<file path="config.mk">
export PLATFORM = sky130hd
export DESIGN_NAME = wifi_tx_scrambler_flat
export DESIGN_NICKNAME = d
export VERILOG_FILES = /design/src/rtl/wifi_tx_scrambler_if.sv /design/src/rtl/wifi_tx_scrambler.sv /design/src/flat_wrapper.sv
export SDC_FILE = /design/constraint.sdc
export NUM_CORES = 1
export LEC_CHECK = 0
export CAP_MARGIN = 20
export CELL_PAD_IN_SITES_DETAIL_PLACEMENT = 2
export CELL_PAD_IN_SITES_GLOBAL_PLACEMENT = 2
export CORE_UTILIZATION = 32
export DETAILED_ROUTE_END_ITERATION = 16
export PLACE_DENSITY_LB_ADDON = 0.1
export SYNTH_ARGS = -nofsm -noshare
export SYNTH_HDL_FRONTEND = slang
export SYNTH_SLANG_ARGS = --single-unit
</file>
<file path="constraint.sdc">
create_clock -name i_clk -period 3.05 [get_ports i_clk]
set_input_delay 0.4575 -clock i_clk [delete_from_list [all_inputs] [get_ports i_clk]]
set_output_delay 0.4575 -clock i_clk [all_outputs]
set_load 0.05 [all_outputs]
</file>
<file path="src/rtl/wifi_tx_scrambler_if.sv">
// Serial bit stream bundle: one data bit plus its qualifier.
// Used between serializer, scrambler and convolutional encoder.
interface wifi_tx_scrambler_if;
  logic valid;
  logic data;

  modport master (
    output valid,
    output data
  );

  modport slave (
    input valid,
    input data
  );
endinterface

</file>
<file path="src/rtl/wifi_tx_scrambler.sv">
// 802.11 frame-synchronous scrambler (x^7+x^4+1) with tail zeroing.
// Optional WIFI_TX_SCRAMBLER_BYPASS_EN adds i_bypass for unscrambled frames.
module wifi_tx_scrambler #(
  parameter int DATA_WIDTH = 32,
  parameter int TAIL_BITS  = 6
) (
  input  logic                  i_clk,
  input  logic                  i_reset,
  input  logic                  i_enable,
  input  logic                  i_start,
  input  logic [6:0]            i_seed,
  input  logic [DATA_WIDTH-1:0] i_data_len,
  input  logic [DATA_WIDTH-1:0] i_total_len,
`ifdef WIFI_TX_SCRAMBLER_BYPASS_EN
  input  logic                  i_bypass,
`endif
  wifi_tx_scrambler_if.slave    s_in,
  wifi_tx_scrambler_if.master   m_out,
  output logic                  o_busy,
  output logic                  o_done,
  output logic [6:0]            o_state_out
);

  localparam int W = DATA_WIDTH + 1;

  typedef enum logic [1:0] {
    S_IDLE,
    S_RUN,
    S_FIN
  } state_t;

  state_t                r_state;
  state_t                w_nstate;
  logic [6:0]            r_lfsr;
  logic [DATA_WIDTH-1:0] r_cnt;
  logic                  r_dout;
  logic                  r_vout;
  logic                  r_done;

  logic [W-1:0] w_k;
  logic [W-1:0] w_k1;
  logic [W-1:0] w_dl;
  logic [W-1:0] w_te;
  logic [W-1:0] w_tl;
  logic         w_fire;
  logic         w_fb;
  logic         w_tail;
  logic         w_bit;
  logic         w_scr;
  logic         w_adv;
  logic [6:0]   w_seed;

`ifdef WIFI_TX_SCRAMBLER_BYPASS_EN
  logic r_byp;
  assign w_adv = ~r_byp;
  assign w_scr = r_byp ? s_in.data : (s_in.data ^ w_fb);
`else
  assign w_adv = 1'b1;
  assign w_scr = s_in.data ^ w_fb;
`endif

  // Widened so data_len + TAIL_BITS never wraps.
  assign w_k    = {1'b0, r_cnt};
  assign w_k1   = w_k + W'(1);
  assign w_dl   = {1'b0, i_data_len};
  assign w_te   = w_dl + W'(TAIL_BITS);
  assign w_tl   = {1'b0, i_total_len};
  assign w_fire = (r_state == S_RUN) & s_in.valid & i_enable;
  assign w_fb   = r_lfsr[6] ^ r_lfsr[3];
  assign w_tail = (w_k >= w_dl) & (w_k < w_te);
  assign w_seed = (i_seed == 7'd0) ? 7'h7F : i_seed;

  always_comb begin
    w_bit = 1'b0;
    unique case (1'b1)
      w_tail:  w_bit = 1'b0;
      !w_tail: w_bit = w_scr;
    endcase
  end

  always_comb begin
    w_nstate = r_state;
    unique case (r_state)
      S_IDLE: begin
        if (i_start)
          w_nstate = (i_total_len == '0) ? S_FIN : S_RUN;
      end
      S_RUN: begin
        if (w_fire && (w_k1 == w_tl))
          w_nstate = S_FIN;
      end
      S_FIN:   w_nstate = S_IDLE;
      default: w_nstate = S_IDLE;
    endcase
  end

  always_ff @(posedge i_clk or negedge i_reset) begin
    if (!i_reset) begin
      r_state <= S_IDLE;
      r_lfsr  <= 7'h7F;
      r_cnt   <= '0;
      r_dout  <= 1'b0;
      r_vout  <= 1'b0;
      r_done  <= 1'b0;
`ifdef WIFI_TX_SCRAMBLER_BYPASS_EN
      r_byp   <= 1'b0;
`endif
    end else begin
      r_state <= w_nstate;
      r_done  <= (r_state == S_FIN);
      r_vout  <= w_fire;
      if ((r_state == S_IDLE) && i_start) begin
        r_lfsr <= w_seed;
        r_cnt  <= '0;
`ifdef WIFI_TX_SCRAMBLER_BYPASS_EN
        r_byp  <= i_bypass;
`endif
      end
      if (w_fire) begin
        if (w_adv)
          r_lfsr <= {r_lfsr[5:0], w_fb};
        r_dout <= w_bit;
        r_cnt  <= r_cnt + 1'b1;
      end
    end
  end

  assign m_out.valid = r_vout;
  assign m_out.data  = r_dout;
  assign o_busy      = (r_state == S_RUN);
  assign o_done      = r_done;
  assign o_state_out = r_lfsr;

endmodule

</file>
<file path="src/flat_wrapper.sv">
// flat-port wrapper written by rule: the top's interface ports become plain ports
module wifi_tx_scrambler_flat 
#(
  parameter int DATA_WIDTH = 32,
  parameter int TAIL_BITS  = 6
)
  (i_clk, i_reset, i_enable, i_start, i_seed, i_data_len, i_total_len, o_busy, o_done, o_state_out, s_in_valid, s_in_data, m_out_valid, m_out_data);
  wifi_tx_scrambler_if s_in_i ();
  wifi_tx_scrambler_if m_out_i ();
  input  logic i_clk;
  input  logic i_reset;
  input  logic i_enable;
  input  logic i_start;
  input  logic [6:0] i_seed;
  input  logic [DATA_WIDTH-1:0] i_data_len;
  input  logic [DATA_WIDTH-1:0] i_total_len;
  output logic o_busy;
  output logic o_done;
  output logic [6:0] o_state_out;
  input wire logic [$bits(s_in_i.valid)-1:0] s_in_valid;
  input wire logic [$bits(s_in_i.data)-1:0] s_in_data;
  output wire logic [$bits(m_out_i.valid)-1:0] m_out_valid;
  output wire logic [$bits(m_out_i.data)-1:0] m_out_data;
  assign s_in_i.valid = s_in_valid;
  assign s_in_i.data = s_in_data;
  assign m_out_valid = m_out_i.valid;
  assign m_out_data = m_out_i.data;
  wifi_tx_scrambler #(.DATA_WIDTH(DATA_WIDTH), .TAIL_BITS(TAIL_BITS)) u_core (.i_clk(i_clk), .i_reset(i_reset), .i_enable(i_enable), .i_start(i_start), .i_seed(i_seed), .i_data_len(i_data_len), .i_total_len(i_total_len), .s_in(s_in_i), .m_out(m_out_i), .o_busy(o_busy), .o_done(o_done), .o_state_out(o_state_out));
endmodule
</file>
# --- Word level (Yosys, flattened, before mapping) ---
# Cells that the tools add are included.
classes:
  order_cmp: 2
  n_reduce_logical: 8
  n_addsub: 3
  n_eq_ne: 5
  bitwise_logic: 5
  n_mux: 10
ops:
  columns: ["op", "n"]
  rows:
  - ["$mux W32", 2]
  - ["$add A32 B1 Y33 const B", 1]
  - ["$add A32 B3 Y33 const B", 1]
  - ["$eq A33 B32 Y1", 1]
  - ["$lt A32 B33 Y1", 1]
  - ["$add A32 B1 Y32 const B", 1]
  - ["$ge A32 B32 Y1", 1]
  - ["$logic_not A32 Y1", 1]
  - ["$mux W7", 3]
  - ["$logic_not A7 Y1", 1]
  - ["$mux W2", 3]
  - ["$pmux W2 S2", 1]
  - ["$and A1 B1 Y1", 3]
  - ["$eq A2 B1 Y1 const B", 1]
  - ["$eq A2 B2 Y1 const B", 1]
  - ["$logic_and A1 B1 Y1", 2]
  - ["$logic_not A2 Y1", 1]
  - ["$ne A2 B1 Y1 const B", 1]
  - ["$ne A2 B2 Y1 const B", 1]
  - ["$pmux W1 S2", 1]
  - ["$reduce_and A2 Y1", 1]
  - ["$reduce_bool A2 Y1", 1]
  - ["$xor A1 B1 Y1", 2]
  - ["$logic_not A1 Y1", 1]
totals:
  regBits: 44
  wordCells: 39

# --- Logic depth before layout (Yosys ltp) ---
depth:
  depth_word: 6
  depth_mapped: 15
  mapped_depth_nobuf: 15

# --- Least setup slack after synthesis ---
# No wires, ideal clock.
synth_timing:
  kind: "input -> register"
  startpoint: "input port i_data_len[5]"
  endpoint: "register u_core.r_dout, in the netlist u_core.m_out.data"
  setup_slack_ns: -0.328
  arrival_time_ns: 3.246
  stages: 15
  n_path_buf: 2
  setup_time_ns: 0.132
  cell_sequence: "nand4_1 > nor3_1 > and4_1 > clkbuf_1 > and3_1 > clkbuf_1 > nand3_1 > xnor2_1 > ha_1 > a21o_1 > a21o_1 > a2111oi_0 > a221oi_1 > o21ai_0 > o211ai_1"
synth_between:
  elab_chain_len: 5
synth_rtl:
  columns: ["item", "line_no", "source"]
  rows:
  - ["start, declared", "flat_wrapper.sv:15", "input logic [DATA_WIDTH-1:0] i_data_len;"]
  - ["$add A32 B3 Y33", "wifi_tx_scrambler.sv:66", "assign w_te = w_dl + W'(TAIL_BITS);"]
  - ["$lt A32 B33 Y1", "wifi_tx_scrambler.sv:70", "assign w_tail = (w_k >= w_dl) & (w_k < w_te);"]
  - ["$and A1 B1 Y1 *", "wifi_tx_scrambler.sv:70", null]
  - ["$logic_not A1 Y1", "wifi_tx_scrambler.sv:77", "!w_tail: w_bit = w_scr;"]
  - ["$pmux W1 S2 *", "wifi_tx_scrambler.sv:75", "unique case (1'b1)"]
  - ["end signal, assigned", "wifi_tx_scrambler.sv:122", "r_dout <= w_bit;"]
  - ["end, declared", "wifi_tx_scrambler.sv:36", "logic r_dout;"]
# Every way passes the cells marked *; elsewhere a longest branch is shown, timed or not.
# A chain may end at the register's enable or synchronous reset.

# --- Final worst setup path ---
layout_timing:
  startpoint: "input port i_data_len[24]"
  endpoint: "register u_core.r_dout, in the netlist u_core.m_out.data"
# Same word-level chain as after synthesis.

==> metrics <==
worst reg2reg path depth=10; power share of the clock group=0.353; io pins=88; Worst-Margin Slew=0.692 ns; 1st-pass router iterations=4; first-iteration detailed-routing DRC count=166; Post-Syn Nets=808; Clock Pin Slew Worst Setup and Hold Paths=0.07 ns; first-pass GRT wire length=35200 µm; worst min path class=in2async; most common cell after layout, fill and taps aside=buf_4; CP Class=in2reg; Setup Skew=0.00390 ns; CTS tree=yes; most frequent cells in the layout=99 x buf_4, 68 x clkdlybuf4s50_1, 63 x ha_1, 57 x o21ai_0, 50 x xnor2_1; Post-synth EDFFs=0; sequential share of power=0.338; Final Net Count=976; Peak VDD IR=0.193 mV; GR Util All Layers=0.272; Antenna Nets Post-Route=0; clock root buffer master=clkbuf_16; final hold vios=0; r2r setup slk=0.15 ns; Final Setup Violations=0; Synth async-reset ratio=1.00; htree depth=2; IO Port Bufs=87; fin. max-slew vios=0; Logic pwr share=0.309; placed cells=1025; CTS sink cnt=44; number of buffers created by CTS=5; GR peak layer=met2; fin area=7460 µm²; setup TNS=0 ns; full die area=17100 µm²; top cells by area, synth=dfrtp_1 17%, ha_1 15%, xnor2_1 9.1%; Synth cell types=65; CP endpoint kind=flop; status=complete, no violations; DRC Markers=0; startpoint types=primary input; vias in the first global route=6599; chip width=131 µm; final non-filler cell total=1051; fin crit period=2.93 ns; # rows=46; Cell Int Power=1260 µW; register area share after synthesis=0.209; Clock Tree Buf Depth=2; Psw=584 µW; cell taking the most area after synthesis=dfrtp_1; DR vias=5958; leakage power figure=0.00342 µW; synth-to-layout area growth=40.9%; P per Cell Area=248 nW/µm²; top_reg_cell synth=dfrtp_1; fillcell total=1821; antenna violations before repair=0; Post-Syn Area=5300 µm²; Ant. Diodes=0; worst rel slew slack=0.534; FF-to-FF End=u_core.r_state[0]; maxcap violations=0; final worst-path cycle share=0.961; dpl cell area=6990 µm²; Syn Inst Count=666; GR Util met1=0.320; Vias per Instance=5.67; Syn Area/Cell=7.95 µm²; share of cells above drive strength 1=0.228; clock latency on the worst-skew pair=0.30 ns; core area=16000 µm²; pin count of the biggest net entering global routing=45; GP Congestion=0.873; Yosys top cell area share=0.175; grt total ovfl=0; Syn. warnings=0; Routed WL=22900 µm; reg-to-reg startpoint=u_core.r_cnt[1]; flop and latch count out of synthesis=44; dpl hpwl=18000 µm; Max FO, Critical Path=3; Die Ht=131 µm; Sw Share=0.316; M2 GR Usage=0.510; met3 GRT Util=0.0322; WP data required=3.22 ns; Achievable Freq=0.341 GHz; Starting Density=0.331; Avg WL per Cell=21.8 µm; Worst EP arrival=3.10 ns
logic make-up (layout without fill, tap and decap cells):
kind of cell | Yosys count | after routing | share of synthesized area
buffers and inverters | 67 | 236 | 0.0508
XOR/XNOR | 70 | 70 | 0.116
flip-flops | 44 | 44 | 0.209
AO/OA/AOI/OAI | 170 | 170 | 0.206
multiplexers | 2 | 2 | 0.00402
adder cells (fa/ha/maj) | 66 | 66 | 0.155
AND/OR/NAND/NOR | 247 | 247 | 0.259
registers in the layout, summed over array words and instances, names as in the netlist:
signal,flops
u_core.r_state,2
u_core.m_out.data,1
u_core.m_out.valid,1
u_core.o_done,1
u_core.r_cnt,32
u_core.o_state_out,7
synthesized netlist by cell type, drive strengths merged, types with 2 or more instances:
cell     count
o41ai        2
a21oi       25
xor2        15
nand2b       5
nor4        21
nand3       31
o21ai       61
and2         6
a31oi        5
dfstp        7
dfrtp       37
or3          5
o2111ai      5
nor3        15
nor2b        9
inv         39
xnor2       55
nor2        48
or4          4
clkbuf      20
nand2       50
a21o        22
a221oi       2
and4         6
a211oi       4
nand4       27
o31ai       18
ha          65
o21a         4
a31o         2
o211ai       4
and3        17
a22oi        5
buf          8
per-layer routing:
layer  part of all wire  vias to the layer above
met1               0.43                     3015
met2               0.52                      117
met3              0.029                       44
met5                  0                        -
met4              0.028                        0
li1                   -                     2782
final cells by class:
| type | instances | area [µm²] | area share |
|---|---|---|---|
| tap | 216 | 270 | 0.0362 |
| multi-input combinational | 555 | 4140 | 0.555 |
| sequential | 44 | 1110 | 0.149 |
| clock inverter | 3 | 47.5 | 0.00637 |
| timing repair buffer | 189 | 1620 | 0.217 |
| inverter | 39 | 146 | 0.0196 |
| clock buffer | 5 | 125 | 0.0168 |
how the worst max path moves through the flow:
stage / start / endpoint
2_1_floorplan: i_data_len[7] / u_core.m_out.data
3_3_place_gp: i_data_len[1] / u_core.m_out.data
3_5_place_dp: i_data_len[1] / u_core.m_out.data
4_1_cts: i_data_len[10] / u_core.m_out.data
5_1_grt: i_data_len[17] / u_core.m_out.data
6_report: i_data_len[24] / u_core.m_out.data
critical path, cell delays in order:
cell and delay [ns]:
clkdlybuf4s50_1 0.48, inv_1 0.08, nor3_2 0.23, and3_1 0.29, nand3_1 0.17, nor2_2 0.13, xnor2_1 0.14, ha_1 0.27
nor2b_2 0.18, a2111oi_4 0.35, nand2_1 0.09, o21ai_1 0.13, o211ai_1 0.10
power by group through the flow:
stage | Combinational (µW) | Sequential, µW | Clock (µW)
2_1_floorplan | 231 | 642 | 0
3_3_place_gp | 510 | 632 | 0
3_5_place_dp | 547 | 635 | 0
4_1_cts | 561 | 624 | 669
5_1_grt | 618 | 629 | 684
6_report | 571 | 625 | 652
timing repair:
item                       in CTS  in global routing
setup endpoints to repair       1                  2
setup buffers                  17                  1
hold buffers                    0                  0
pin swaps                      22                 30
resized for setup              61                 39
per-stage QoR:
| stage | hold slack (ns) | power (µW) | setup slack [ns] | utilization |
|---|---|---|---|---|
| after CTS | 0.419 | 1850 | 0.00594 | 0.459 |
| after detailed placement | 0.490 | 1180 | -0.832 | 0.437 |
| after global routing | 0.0737 | 1930 | -0.0135 | 0.466 |
| final | 0.0604 | 1850 | 0.120 | 0.466 |
| after floorplan | 0.162 | 873 | 0.00677 | - |
| after global placement | 0.475 | 1140 | -0.639 | 0.437 |
Note: power is estimated with default switching activity, not from simulation.
